--- src/rtl/alu_share_pkg.sv ---
// Shared definitions for the ALU sharing arbiter: op codes and width defaults.
package alu_share_pkg;

    localparam int DATA_WIDTH_DEF  = 32;
    localparam int OP_WIDTH_DEF    = 4;
    localparam int SHAMT_WIDTH_DEF = 5;

    localparam logic [3:0] OP_ADD = 4'b0000;
    localparam logic [3:0] OP_AND = 4'b0001;
    localparam logic [3:0] OP_JR  = 4'b0010;
    localparam logic [3:0] OP_NOR = 4'b0011;
    localparam logic [3:0] OP_OR  = 4'b0100;
    localparam logic [3:0] OP_SLL = 4'b0101;
    localparam logic [3:0] OP_SRL = 4'b0110;
    localparam logic [3:0] OP_SUB = 4'b0111;
    localparam logic [3:0] OP_BEQ = 4'b1000;
    localparam logic [3:0] OP_BNE = 4'b1001;
    localparam logic [3:0] OP_LUI = 4'b1010;
    localparam logic [3:0] OP_LW  = 4'b1011;
    localparam logic [3:0] OP_SW  = 4'b1100;
    localparam logic [3:0] OP_JAL = 4'b1111;

endpackage

--- src/rtl/alu_share_arbiter_rr.sv ---
// Two-way arbiter; remembers the last winner so a contested grant can alternate.
module rr_arbiter_2 #(
    parameter int FAIR = 1
) (
    input  logic       clk,
    input  logic       reset,
    input  logic [1:0] eligible,
    output logic [1:0] grant
);

    logic last_grant;

    always_comb begin
        grant = 2'b00;
        unique case (eligible)
            2'b01:   grant = 2'b01;
            2'b10:   grant = 2'b10;
            2'b11:   grant = (FAIR != 0 && !last_grant) ? 2'b10 : 2'b01;
            default: grant = 2'b00;
        endcase
    end

    // Reset value of 1 lets requester 0 win the first contest.
    always_ff @(posedge clk or negedge reset) begin
        if (!reset)
            last_grant <= 1'b1;
        else if (|grant)
            last_grant <= grant[1];
    end

endmodule

--- src/rtl/alu_share_arbiter.sv ---
// Shares one ALU between two requesters: arbitrate, register issue, buffer results.
module alu_share_arbiter
    import alu_share_pkg::*;
#(
    parameter int DATA_WIDTH  = DATA_WIDTH_DEF,
    parameter int OP_WIDTH    = OP_WIDTH_DEF,
    parameter int SHAMT_WIDTH = SHAMT_WIDTH_DEF,
    parameter int FAIR        = 1
) (
    input  logic                   clk,
    input  logic                   reset,
    input  logic [1:0]             req_valid,
    output logic [1:0]             req_ready,
    input  logic [OP_WIDTH-1:0]    req0_op,
    input  logic [OP_WIDTH-1:0]    req1_op,
    input  logic [DATA_WIDTH-1:0]  req0_a,
    input  logic [DATA_WIDTH-1:0]  req1_a,
    input  logic [DATA_WIDTH-1:0]  req0_b,
    input  logic [DATA_WIDTH-1:0]  req1_b,
    input  logic [DATA_WIDTH-1:0]  req0_c,
    input  logic [DATA_WIDTH-1:0]  req1_c,
    input  logic [SHAMT_WIDTH-1:0] req0_shamt,
    input  logic [SHAMT_WIDTH-1:0] req1_shamt,
    output logic [1:0]             rsp_valid,
    input  logic [1:0]             rsp_ready,
    output logic [DATA_WIDTH-1:0]  rsp0_result,
    output logic [DATA_WIDTH-1:0]  rsp1_result,
    output logic                   rsp0_zero,
    output logic                   rsp1_zero,
    output logic [OP_WIDTH-1:0]    alu_op,
    output logic [DATA_WIDTH-1:0]  alu_a,
    output logic [DATA_WIDTH-1:0]  alu_b,
    output logic [DATA_WIDTH-1:0]  alu_c,
    output logic [SHAMT_WIDTH-1:0] alu_shamt,
    input  logic [DATA_WIDTH-1:0]  alu_result,
    input  logic                   alu_zero,
    output logic                   busy
);

    logic                  issue_valid;
    logic                  issue_owner;
    logic [1:0]            capture;
    logic [1:0]            eligible;
    logic [1:0]            grant;
    logic [1:0]            rsp_full;
    logic [DATA_WIDTH-1:0] rsp_result [2];
    logic [1:0]            rsp_zero;

    // One outstanding op per requester: in the issue stage or in its buffer.
    assign capture  = issue_valid ? (issue_owner ? 2'b10 : 2'b01) : 2'b00;
    assign eligible = req_valid & ~rsp_full & ~capture;

    rr_arbiter_2 #(
        .FAIR(FAIR)
    ) u_arb (
        .clk      (clk),
        .reset    (reset),
        .eligible (eligible),
        .grant    (grant)
    );

    assign req_ready = grant;

    always_ff @(posedge clk or negedge reset) begin
        if (!reset) begin
            issue_valid <= 1'b0;
            issue_owner <= 1'b0;
            alu_op      <= '0;
            alu_a       <= '0;
            alu_b       <= '0;
            alu_c       <= '0;
            alu_shamt   <= '0;
        end else begin
            issue_valid <= |grant;
            if (grant[0]) begin
                issue_owner <= 1'b0;
                alu_op      <= req0_op;
                alu_a       <= req0_a;
                alu_b       <= req0_b;
                alu_c       <= req0_c;
                alu_shamt   <= req0_shamt;
            end else if (grant[1]) begin
                issue_owner <= 1'b1;
                alu_op      <= req1_op;
                alu_a       <= req1_a;
                alu_b       <= req1_b;
                alu_c       <= req1_c;
                alu_shamt   <= req1_shamt;
            end
        end
    end

    always_ff @(posedge clk or negedge reset) begin
        if (!reset) begin
            rsp_full      <= 2'b00;
            rsp_zero      <= 2'b00;
            rsp_result[0] <= '0;
            rsp_result[1] <= '0;
        end else begin
            for (int i = 0; i < 2; i++) begin
                if (capture[i]) begin
                    rsp_full[i]   <= 1'b1;
                    rsp_result[i] <= alu_result;
                    rsp_zero[i]   <= alu_zero;
                end else if (rsp_ready[i]) begin
                    rsp_full[i] <= 1'b0;
                end
            end
        end
    end

    assign rsp_valid   = rsp_full;
    assign rsp0_result = rsp_result[0];
    assign rsp1_result = rsp_result[1];
    assign rsp0_zero   = rsp_zero[0];
    assign rsp1_zero   = rsp_zero[1];
    assign busy        = issue_valid | (|rsp_full);

endmodule

--- config.mk ---
export PLATFORM = sky130hd
export DESIGN_NAME = alu_share_arbiter
export DESIGN_NICKNAME = d
export VERILOG_FILES = /design/src/rtl/alu_share_pkg.sv /design/src/rtl/alu_share_arbiter_rr.sv /design/src/rtl/alu_share_arbiter.sv
export SDC_FILE = /design/constraint.sdc
export NUM_CORES = 1
export LEC_CHECK = 0
export BUFFER_PORTS_ARGS = -buffer_cell sky130_fd_sc_hd__buf_2
export CAP_MARGIN = 15
export CORE_AREA = 2 2 167 169
export CTS_CLUSTER_DIAMETER = 200
export DETAILED_ROUTE_END_ITERATION = 10
export DIE_AREA = 0 0 169 171
export GPL_ROUTABILITY_DRIVEN = 0
export GPL_TIMING_DRIVEN = 0
export SLEW_MARGIN = 25
export SYNTH_ARGS = -nofsm -noshare
export SYNTH_HDL_FRONTEND = slang
export SYNTH_SLANG_ARGS = --single-unit
--- constraint.sdc ---
create_clock -name clk -period 1.83 [get_ports clk]
set_input_delay 0.0915 -clock clk [delete_from_list [all_inputs] [get_ports clk]]
set_output_delay 0.0915 -clock clk [all_outputs]
set_load 0.01 [all_outputs]
==> summary.md <==
| Metric | Value |
|---|---|
| Status | `finished, violations left` |
| Failing checks | `setup timing` |
| Flop pwr share | `0.303` |
| Avg Inst Size Synth | `9.266 um2` |
| Hold endpoint | `alu_a[2]$_DFFE_PN0P_` |
| Gr usage total | `0.2362` |
| CTS clock-pin slew for the worst setup and hold paths | `0.08 ns` |
| Initial core utilization | `0.3018` |
| WL/cell | `18.31 um` |
| Hold Path Class | `input pin to register` |
| Area leader, netlist | `dfrtp_1` |
| P_int | `13,050 uW` |
| DRT antenna net count | `0` |
| Skew final | `0.01005 ns` |
| Netlist cell types | `25` |
| Worst Path Required | `2.16 ns` |
| Core area | `27,320 um2` |
| Cell Rows | `61` |
| Endpoints failing hold | `0` |
| FF-to-FF setup slack | `-0.19 ns` |
| Power Density | `1534 nW/um2` |
| CP most frequent cell | `buf_12` |
| Die ar. | `28,900 um2` |
| Hold Crit Start | `req0_a[2]` |
| Fmax | `494.8 MHz` |
| Top-area cell type share of the netlist area | `0.5310` |
| Sw Ratio | `0.4286` |
| Vias/cell | `4.895` |
| Setup-failing EPs final | `93` |
| Comb power frac | `0.527` |
| Critical path's top delay family | `buffers and inverters` |
| Synth Net Count | `1,139` |
| Register area | `4405 um2` |
| Relative slew slack | `0.6534` |
| Async set-reset flop share out of synthesis | `1.000` |
| Synth top cells by count | `inv_1, nand2_1, dfrtp_1` |
| Fillers | `2,325` |
| Terminus of the critical flop-to-flop path | `alu_b[22]$_DFFE_PN0P_` |
| Setup ws final | `-0.1909 ns` |
| Num Clock Sinks | `176` |
| CP arrival | `2.35 ns` |
| Clock buffer depth | `2` |
| Max Cap Violations | `0` |
| Post-synthesis sequential area ratio | `0.5342` |
| Cell Area, Synth | `8247 um2` |
| Layout cells sized above 1 | `0.3774` |
| R2r startpoint | `issue_valid$_DFF_PN0_` |
| Vias in the first global route | `9,925` |
| LEAKAGE | `0.007840 uW` |
| Synth warnings | `0` |
| NumNets Final | `1,855` |
| Critical path buffers and inverters | `6` |
| 1st-pass router iterations | `7` |
| Detail Placement HPWL | `22,620 um` |
| Placed Area | `10,870 um2` |
| CP max FO | `7` |
| Post-synth EDFFs | `0` |
| Register bit count reported by yosys | `176` |
| FF-to-FF path depth | `9` |
| Total congestion overflow | `0` |
| Peak supply drop | `0.7010 mV` |
| TritonCTS clock tree | `done` |
| I/O pins | `425` |
| Multi-input logic area | `2915 um2` |
| Clk pwr share | `0.171` |
| Synth top area cells | `dfrtp_1, inv_1, nand2_1` |
| Final min period | `2.021 ns` |
| Input/output buffers | `424` |
| Number of buffers created by CTS | `17` |
| Synth-to-layout area growth | `80.61%` |
| Die Width | `169 um` |
| Non-Filler Instances | `1,966` |
| Worst path cell trace | `buf_4 -> nand2b_1 -> buf_6 -> a311o_1 -> buf_12 -> buf_12 -> bufbuf_16 -> buf_12 -> o221ai_2` |
| Worst path slowest cell | `dfrtp_1` |
| Initial antenna violation count | `1` |
| Post-Syn Instances | `890` |
| Final period util | `1.104` |
| Psw | `9793 uW` |
| Setup CP Type | `register to register` |
| Htree depth | `4` |
| Worst skew pair latency | `0.43 ns` |
| CP peak stage delay | `0.42 ns` |
| Chip Height | `171 um` |
| Root Driver | `clkbuf_16` |
| Total Wirelength | `35,990 um` |
| Drt drc | `0` |
| RSZ-0062 raised after global routing | `true` |
| Most common cell in the netlist | `inv_1` |
| Slew Limit Fails | `0` |
| Post-layout util | `0.5451` |
| Main flop type after synthesis | `dfrtp_1` |
| Starting DRC count in detailed routing | `607` |
| Largest net degree at the start of global routing | `84` |
| DR vias | `9,623` |
| First-pass GRT wire length | `53,630 um` |
| Worst Setup Start Kind | `register` |
| Worst hold stages | `3` |
| Final instance area | `14,890 um2` |
| Worst Tran Pin Value | `0.5199 ns` |
| Kind of end point of the critical path | `register` |
| # placed instances | `1,662` |
| Setup TNS | `-7.538 ns` |
-- worst reg2reg max path: stages (launching register included) --
cell       delay, ns
dfrtp_1         0.42
buf_4           0.14
nand2b_1        0.06
buf_6           0.14
a311o_1         0.30
buf_12          0.16
buf_12          0.14
bufbuf_16       0.27
buf_12          0.13
o221ai_2        0.17
-- power by group through the flow --
| stage | Combinational (uW) | Clock [uW] | Sequential (uW) |
|---|---|---|---|
| finish | 12000 | 3900 | 6920 |
| global route | 13100 | 4180 | 7120 |
| CTS | 11400 | 4000 | 6870 |
| detailed placement | 9630 | 0 | 6930 |
| global placement | 9510 | 0 | 6880 |
| floorplan | 4660 | 0 | 7770 |
-- metal layers --
layer / wire length (um) / global-route usage
met4: 1144 / 0.08844
met2: 18090 / 0.4132
met3: 2650 / 0.05945
met5: 0 / 0
met1: 14100 / 0.2807
-- sequential cells by signal (all words and copies together) (netlist names) --
signal and cells:
alu_a 32, alu_b 32, alu_c 32, rsp0_result 32, rsp1_result 32, alu_shamt 5
alu_op 4, rsp_valid 2, rsp_zero 2, issue_owner 1, issue_valid 1, u_arb.last_grant 1
-- kinds of logic (layout without fill, tap and decap cells) --
logic type             count (synthesis)  in the layout  synth area share
AO/OA/AOI/OAI                        114            114            0.1488
flip-flops                           176            176            0.5342
other                                  0              1                 0
buffers and inverters                287           1016            0.1394
AND/OR/NAND/NOR                      313            313            0.1775
-- cell type report --
cell class	instances	share of cell area
Sequential cell	176	0.2958
Timing Repair Buffer	702	0.3460
Inverter	213	0.05368
Antenna cell	1	0.0001680
Clock buffer	17	0.02856
Buffer	69	0.03763
Clock inverter	15	0.01336
Tap cell	346	0.02907
Multi-Input combinational cell	427	0.1957
-- per-stage QoR --
stage               setup WS [ns]  hold slack, ns  total power (uW)
finish                    -0.1909         0.03035             22850
CTS                       -0.2344         0.01808             22310
floorplan                  0.1054         -0.2041             12430
detailed placement        -0.6645        -0.08333             16550
global route              -0.2556         0.02973             24380
global placement           -2.430          0.2710             16380
-- placed cells by master, fill, tap and decap left out, types with 3 or more instances in the layout --
cell,instances
buf_2,425
inv_6,3
clkbuf_2,12
o221ai_2,69
o21ai_0,4
buf_1,6
buf_16,4
clkbuf_16,19
inv_1,212
buf_12,9
nand2_1,199
bufbuf_16,5
buf_8,10
o221ai_1,35
inv_8,3
dlygate4sd3_1,245
inv_12,3
nand4_1,105
dfrtp_1,175
buf_4,18
nand2b_1,3
clkinv_8,5
clkbuf_1,17
buf_6,14
-- how the worst max path moves through the flow --
stage | start | to | slack [ns] | cells past startpoint
after floorplan | rsp_valid[1]$_DFFE_PN0P_ | alu_b[2]$_DFFE_PN0P_ | 0.11 | 6
after global placement | reset | alu_b[21]$_DFFE_PN0P_ | -2.43 | 1
after detailed placement | rsp_valid[0]$_DFFE_PN0P_ | alu_a[7]$_DFFE_PN0P_ | -0.66 | 6
after CTS | issue_valid$_DFF_PN0_ | req_ready[0] | -0.23 | 5
after global routing | issue_valid$_DFF_PN0_ | req_ready[0] | -0.26 | 5
final | issue_valid$_DFF_PN0_ | alu_b[22]$_DFFE_PN0P_ | -0.19 | 9
-- repair_timing --
action | in CTS | in global routing
cloned | 7 | 2
hold endpoints to repair | 350 | 0
hold buffers | 245 | 0
gates resized for setup | 98 | 50
setup endpoints to repair | 143 | 135
pin swaps | 10 | 28
setup buffers | 20 | 2
Note: power is estimated with default switching activity, not from simulation.
